===== src/rtl/pu_riscv_queue_arb_pkg.sv =====
// Shared types and helpers for the RAM queue arbiter.
//   arb_state_t  : arbiter FSM states (RUN, DRAIN, CLEAR)
//   ptr_width()  : width of a round-robin pointer over n requesters
//   DefRrPtrW    : pointer width for the default four requesters
package pu_riscv_queue_arb_pkg;

    typedef enum logic [1:0] {
        RUN   = 2'd0,
        DRAIN = 2'd1,
        CLEAR = 2'd2
    } arb_state_t;

    localparam int unsigned DefRequesters = 4;

    // Never returns zero, so a one-requester picker still has a legal pointer
    function automatic int unsigned ptr_width(input int unsigned n);
        return (n > 1) ? $clog2(n) : 1;
    endfunction

    localparam int unsigned DefRrPtrW = ptr_width(DefRequesters);

endpackage


===== src/rtl/pu_riscv_rr_picker.sv =====
// Combinational round-robin picker.
// It searches req_i from ptr_i upward and wraps from N-1 to 0.
// The first set bit wins.
//   req_i   : request vector
//   ptr_i   : search start position (must be < N)
//   gnt_o   : one-hot winner, zero when no request
//   idx_o   : index of the winner, zero when no request
//   valid_o : a winner exists
module pu_riscv_rr_picker
    import pu_riscv_queue_arb_pkg::*;
#(
    parameter int unsigned N    = 4,
    parameter int unsigned PtrW = ptr_width(N)
) (
    input  logic [N-1:0]    req_i,
    input  logic [PtrW-1:0] ptr_i,
    output logic [N-1:0]    gnt_o,
    output logic [PtrW-1:0] idx_o,
    output logic            valid_o
);

    always_comb begin
        int unsigned k;
        gnt_o   = '0;
        idx_o   = '0;
        valid_o = 1'b0;
        k       = 0;
        for (int unsigned i = 0; i < N; i++) begin
            k = (int'(ptr_i) + i) % N;
            if (!valid_o && req_i[k]) begin
                valid_o  = 1'b1;
                gnt_o[k] = 1'b1;
                idx_o    = PtrW'(k);
            end
        end
    end

endmodule


===== src/rtl/pu_riscv_ram_queue_arbiter.sv =====
// Round-robin arbiter that shares one fall-through RAM queue between
// REQUESTERS write sources. It drains the queue to a single valid/ready consumer.
// A flush stops writes, waits for the queue to empty, then pulses the queue clear.
//   clk_i, rst_ni        : clock, synchronous active-low reset
//   flush_i              : level request to drain and clear the queue
//   req_i / req_d_i      : per-requester write request and data slices
//   gnt_o                : one-hot grant; data is written the same cycle
//   q_we_o / q_d_o       : queue write strobe and data
//   q_re_o / q_clr_o     : queue read strobe and synchronous clear
//   q_data_i / q_empty_i / q_full_i / q_almost_full_i : queue status and head data
//   valid_o / data_o / ready_i : consumer handshake
//   flush_done_o         : pulses in the cycle the clear is issued
//   busy_o               : a flush is in progress
module pu_riscv_ram_queue_arbiter
    import pu_riscv_queue_arb_pkg::*;
#(
    parameter int unsigned REQUESTERS     = 4,
    parameter int unsigned DBITS          = 64,
    parameter bit          STALL_ON_AFULL = 1'b0
) (
    input  logic                        clk_i,
    input  logic                        rst_ni,
    input  logic                        flush_i,
    input  logic [REQUESTERS-1:0]       req_i,
    input  logic [REQUESTERS*DBITS-1:0] req_d_i,
    output logic [REQUESTERS-1:0]       gnt_o,
    output logic                        q_we_o,
    output logic [DBITS-1:0]            q_d_o,
    output logic                        q_re_o,
    output logic                        q_clr_o,
    input  logic [DBITS-1:0]            q_data_i,
    input  logic                        q_empty_i,
    input  logic                        q_full_i,
    input  logic                        q_almost_full_i,
    output logic                        valid_o,
    output logic [DBITS-1:0]            data_o,
    input  logic                        ready_i,
    output logic                        flush_done_o,
    output logic                        busy_o
);

    localparam int unsigned PtrW = ptr_width(REQUESTERS);

    arb_state_t      state_q, state_d;
    logic [PtrW-1:0] rr_ptr_q, rr_ptr_d;
    logic            q_clr_q, q_clr_d;
    logic            flush_done_q, flush_done_d;

    logic [REQUESTERS-1:0] pick_gnt;
    logic [PtrW-1:0]       pick_idx;
    logic                  pick_valid;
    logic                  wr_eligible;
    logic                  granted;
    logic                  rd_valid;
    logic                  rd_fire;

    pu_riscv_rr_picker #(
        .N    (REQUESTERS),
        .PtrW (PtrW)
    ) u_picker (
        .req_i   (req_i),
        .ptr_i   (rr_ptr_q),
        .gnt_o   (pick_gnt),
        .idx_o   (pick_idx),
        .valid_o (pick_valid)
    );

    // Writes are blocked on full even if a read happens in the same cycle.
    // The full check then never depends on a same-cycle dequeue.
    always_comb begin
        wr_eligible = (state_q == RUN) && !q_full_i &&
                      (!STALL_ON_AFULL || !q_almost_full_i);
        granted     = wr_eligible && pick_valid;
        rd_valid    = !q_empty_i && (state_q != CLEAR);
        rd_fire     = rd_valid && ready_i;
    end

    always_comb begin
        state_d  = state_q;
        rr_ptr_d = rr_ptr_q;
        unique case (state_q)
            RUN: begin
                if (flush_i) begin
                    state_d = DRAIN;
                end
            end
            DRAIN: begin
                if (q_empty_i && !rd_fire) begin
                    state_d = CLEAR;
                end
            end
            CLEAR: begin
                state_d = RUN;
            end
            default: begin
                state_d = RUN;
            end
        endcase

        if (granted) begin
            rr_ptr_d = (pick_idx == PtrW'(REQUESTERS - 1)) ? '0 : pick_idx + PtrW'(1);
        end
        if (state_q == CLEAR) begin
            rr_ptr_d = '0;
        end

        // Registered strobes line up with the single CLEAR cycle
        q_clr_d      = (state_d == CLEAR);
        flush_done_d = (state_d == CLEAR);
    end

    always_ff @(posedge clk_i) begin
        if (!rst_ni) begin
            state_q      <= RUN;
            rr_ptr_q     <= '0;
            q_clr_q      <= 1'b0;
            flush_done_q <= 1'b0;
        end else begin
            state_q      <= state_d;
            rr_ptr_q     <= rr_ptr_d;
            q_clr_q      <= q_clr_d;
            flush_done_q <= flush_done_d;
        end
    end

    // Every output is held at zero while reset is asserted
    always_comb begin
        gnt_o        = '0;
        q_we_o       = 1'b0;
        q_d_o        = '0;
        q_re_o       = 1'b0;
        q_clr_o      = 1'b0;
        valid_o      = 1'b0;
        data_o       = '0;
        flush_done_o = 1'b0;
        busy_o       = 1'b0;
        if (rst_ni) begin
            if (granted) begin
                gnt_o  = pick_gnt;
                q_we_o = 1'b1;
                q_d_o  = req_d_i[int'(pick_idx)*DBITS +: DBITS];
            end
            valid_o      = rd_valid;
            data_o       = q_data_i;
            q_re_o       = rd_fire;
            q_clr_o      = q_clr_q;
            flush_done_o = flush_done_q;
            busy_o       = (state_q != RUN);
        end
    end

endmodule

===== config.mk =====
export PLATFORM = sky130hd
export DESIGN_NAME = pu_riscv_ram_queue_arbiter
export DESIGN_NICKNAME = d
export VERILOG_FILES = /design/src/rtl/pu_riscv_queue_arb_pkg.sv /design/src/rtl/pu_riscv_rr_picker.sv /design/src/rtl/pu_riscv_ram_queue_arbiter.sv
export SDC_FILE = /design/constraint.sdc
export NUM_CORES = 1
export LEC_CHECK = 0
export CORE_AREA = 5 5 178 180
export CTS_CLUSTER_DIAMETER = 40
export CTS_CLUSTER_SIZE = 8
export DETAILED_ROUTE_END_ITERATION = 6
export DIE_AREA = 0 0 183 185
export HOLD_SLACK_MARGIN = 0.05
export PLACE_DENSITY = 0.5
export SYNTH_ARGS = -nofsm -noshare
export SYNTH_HDL_FRONTEND = slang
export SYNTH_SLANG_ARGS = --single-unit

===== constraint.sdc =====
create_clock -name clk_i -period 4 [get_ports clk_i]
set_input_delay 0.6 -clock clk_i [delete_from_list [all_inputs] [get_ports clk_i]]
set_output_delay 0.6 -clock clk_i [all_outputs]
set_load 0.05 [all_outputs]

==> summary.txt <==
Cells and area
  – Area growth, synth to finish: 131.6%
  – Final #Nets: 1,537
  – FF+latch area: 103.9 um2
  – # fillers: slightly above 3,000
  – Core Util, Final: 37.79%
  – Area of the multi-input gates: 4667 um2
  – Most common cell after layout, fill and taps aside: clkdlybuf4s50_1
  – Layout cells sized above 1: 22.22%
  – Commonest cells after routing, fill and taps aside: clkdlybuf4s50_1 (397), nand2_1 (191), buf_12 (83)

Clock tree
  – Cts bufs inserted: 3
  – Worst-case clock buffer depth: 2
  – CTS sink cnt: 5
  – Worst-Skew Late Latency: 0.23 ns
  – Clock slew at reported path FFs: around 0.030 ns
  – Root buf cell: clkbuf_16
  – H-Tree Depth: 1
  – # hold bufs at CTS: 0
  – CTS tree: yes

Flow run
  – MaxCap Viol Count: 0

Timing
  – Clock Skew: 0.002608 ns
  – Fmax achieved: 258.2 MHz
  – Worst slew pin tran: 0.7602 ns
  – Post-route clock period utilization: a little over nine tenths
  – RSZ-0062 raised after global routing: no
  – Setup-failing EPs final: 0
  – Final worst path period need: 3.872 ns
  – Final hold vios: 0
  – Slew HR: 49.32%
  – Setup TNS: 0 ns
  – Final Max Tran Viols: 0

Yosys
  – Post-synth top flop: dfxtp_1
  – Synth top area share: 19.31%
  – Post-synth top area cell: a211oi_1
  – Syn Area/Cell: ~6.4 um2
  – Seq cells post-synth: 5
  – Post-synth net total: about 1,100
  – Synth area leaders: a211oi_1 (19%), a221oi_2 (15%), nand2_1 (15%)
  – Synth Cell Area: 4900 um2
  – Mapped Cells: 767
  – Distinct cells, synth: 42
  – Ys async rst share: 0%
  – Sequential share of the synthesized area: 2.043%
  – EDFF count, synth: 0
  – Yosys warning count: 0

Setup path
  – Most frequent CP cell: nand2_2
  – Critical-path maximum fanout: 18
  – Reg-to-reg slack, setup: 1.35 ns
  – Worst path max stage delay: 0.54 ns
  – Crit-path cells: clkdlybuf4s50_1, mux4_2, a211o_1, nand2_2, nand2_2, buf_4, a211oi_1, a211oi_2, buf_12
  – Required @ worst endpoint: roughly 3.4 ns
  – Critical Path AT: 3.27 ns
  – CP max-delay cell: mux4_2
  – Crit Path Class: in2out
  – Kind of end point of the critical path: primary output
  – CP startpoint kind: primary input

Floorplan
  – Initial Utilization: 16.32%
  – Die area: 33,860 um2
  – Die span in x: approximately 180 um
  – Rows: 64
  – Num ports: 469
  – Die height: between 150 and 200 um
  – Core area: between 30,000 and 40,000 um2

Routing
  – WL final: 35,630 um
  – Vias: 7,808
  – Initial DRC Count: around 330
  – DR pass1 iterations: 5
  – ANT nets after route: 0
  – Drt wl/cell: 22.35 um
  – Drt drc: 0
  – Vias per Instance: 4.898

Power and ir drop
  – Max IR drop VDD: 0.1797 mV
  – Static Leakage: 4.405 nW
  – P per Cell Area: 322.2 nW/um2

GRT
  – First-pass GRT wire length: roughly 52,000 um
  – Largest net degree at the start of global routing: 73
  – Congestion Overflow GR: 0
  – GRT Total Usage: 19.41%
  – Vias in the first global route: 8,145
  – Initial antenna violation count: 1

Placement
  – # port buffers: 467
  – Gp weighted congestion: 0.8586
  – DP HPWL: 27,950 um

Hold path
  – Hold Path Class: reg2reg

Outcome
  – Outcome: complete, no violations
==> critical path, delay by kind of cell <==
kind | cells | cell delay (ns)
compound gates | 3 | 1.00
mux | 1 | 0.54
buf+inv | 3 | 0.86
simple gates | 2 | 0.25
==> per-layer routing <==
metal | vias to the layer above | share of wire (%) | track usage (%)
li1 | 3714 | - | -
met3 | 26 | 6.7 | 4.006
met1 | 3723 | 38 | 21.96
met4 | 0 | 1.6 | 2.473
met2 | 345 | 54 | 38.20
met5 | - | 0 | 0
==> synthesized netlist by cell type, types with 5 or more instances <==
library cell and n:
ha_1 8, inv_1 7, and3_1 64, dfxtp_1 5, a221oi_2 50, buf_1 7, nand3_1 67, a211oi_1 126
clkbuf_1 41, nor2_1 13, a221oi_1 14, buf_2 37, nand2_1 194, buf_6 6, a21oi_1 12, buf_4 8
and2_1 67
==> logic make-up (layout without fill, tap and decap cells) <==
logic type                 Yosys count  count (layout)  synth area share, %
muxes                               11              11                2.937
AOI/OAI and AO/OA                  218             218                40.88
DFF                                  5               5                2.043
xor gates and xnor gates             2               2               0.3576
and+or+nand+nor                    417             417                41.14
adders and majority gates            8               8                2.043
buffers and inverters              106             536                10.60
other                                0               1                    0
==> path summary, 6_finish.rpt <==
check / from / end / cells past startpoint
max: req_i[1] / q_d_o[4] / 9
min: state_q[0] / state_q[1] / 1
max reg2reg: rr_ptr_q[0] / rr_ptr_q[1] / 10
min reg2reg: state_q[0] / state_q[1] / 1
==> state kept, by name (all words and copies together) (netlist names) <==
register / flops
flush_done_q: 1
state_q: 2
rr_ptr_q: 2
==> repair_timing <==
action	in CTS	in global routing
buffers inserted	0	0
gates resized for setup	0	3
setup endpoints to repair	0	12
==> stage by stage <==
stage	area [um2]	cells	hold slack [ns]	power [mW]	setup WS [ns]
floorplan	5221	767	0.5263	2.039	0.2033
global placement	11250	1589	0.5546	3.506	0.05819
detailed placement	11250	1589	0.5702	3.522	0.06477
CTS	11330	1593	0.5797	3.704	0.04083
global route	11350	1594	0.6114	3.911	0.01526
finish	11350	1594	0.5819	3.656	0.1277
==> area by class of cell <==
class / instances / area share (%)
repair buffers: 525 / 52.65
multi-input cells: 656 / 41.12
well taps: 396 / 4.366
flip-flops and latches: 5 / 0.9151
clock buffers: 4 / 0.6946
inverters: 7 / 0.2315
diodes: 1 / 0.02205
==> power by group <==
group	total (mW)	internal (mW)	switching, mW
logic	3.43	1.43	1.99
clock network	0.162	0.132	0.0301
registers	0.0691	0.0564	0.0127
total	3.66	1.62	2.03
Power figures use the tool's default switching activity.
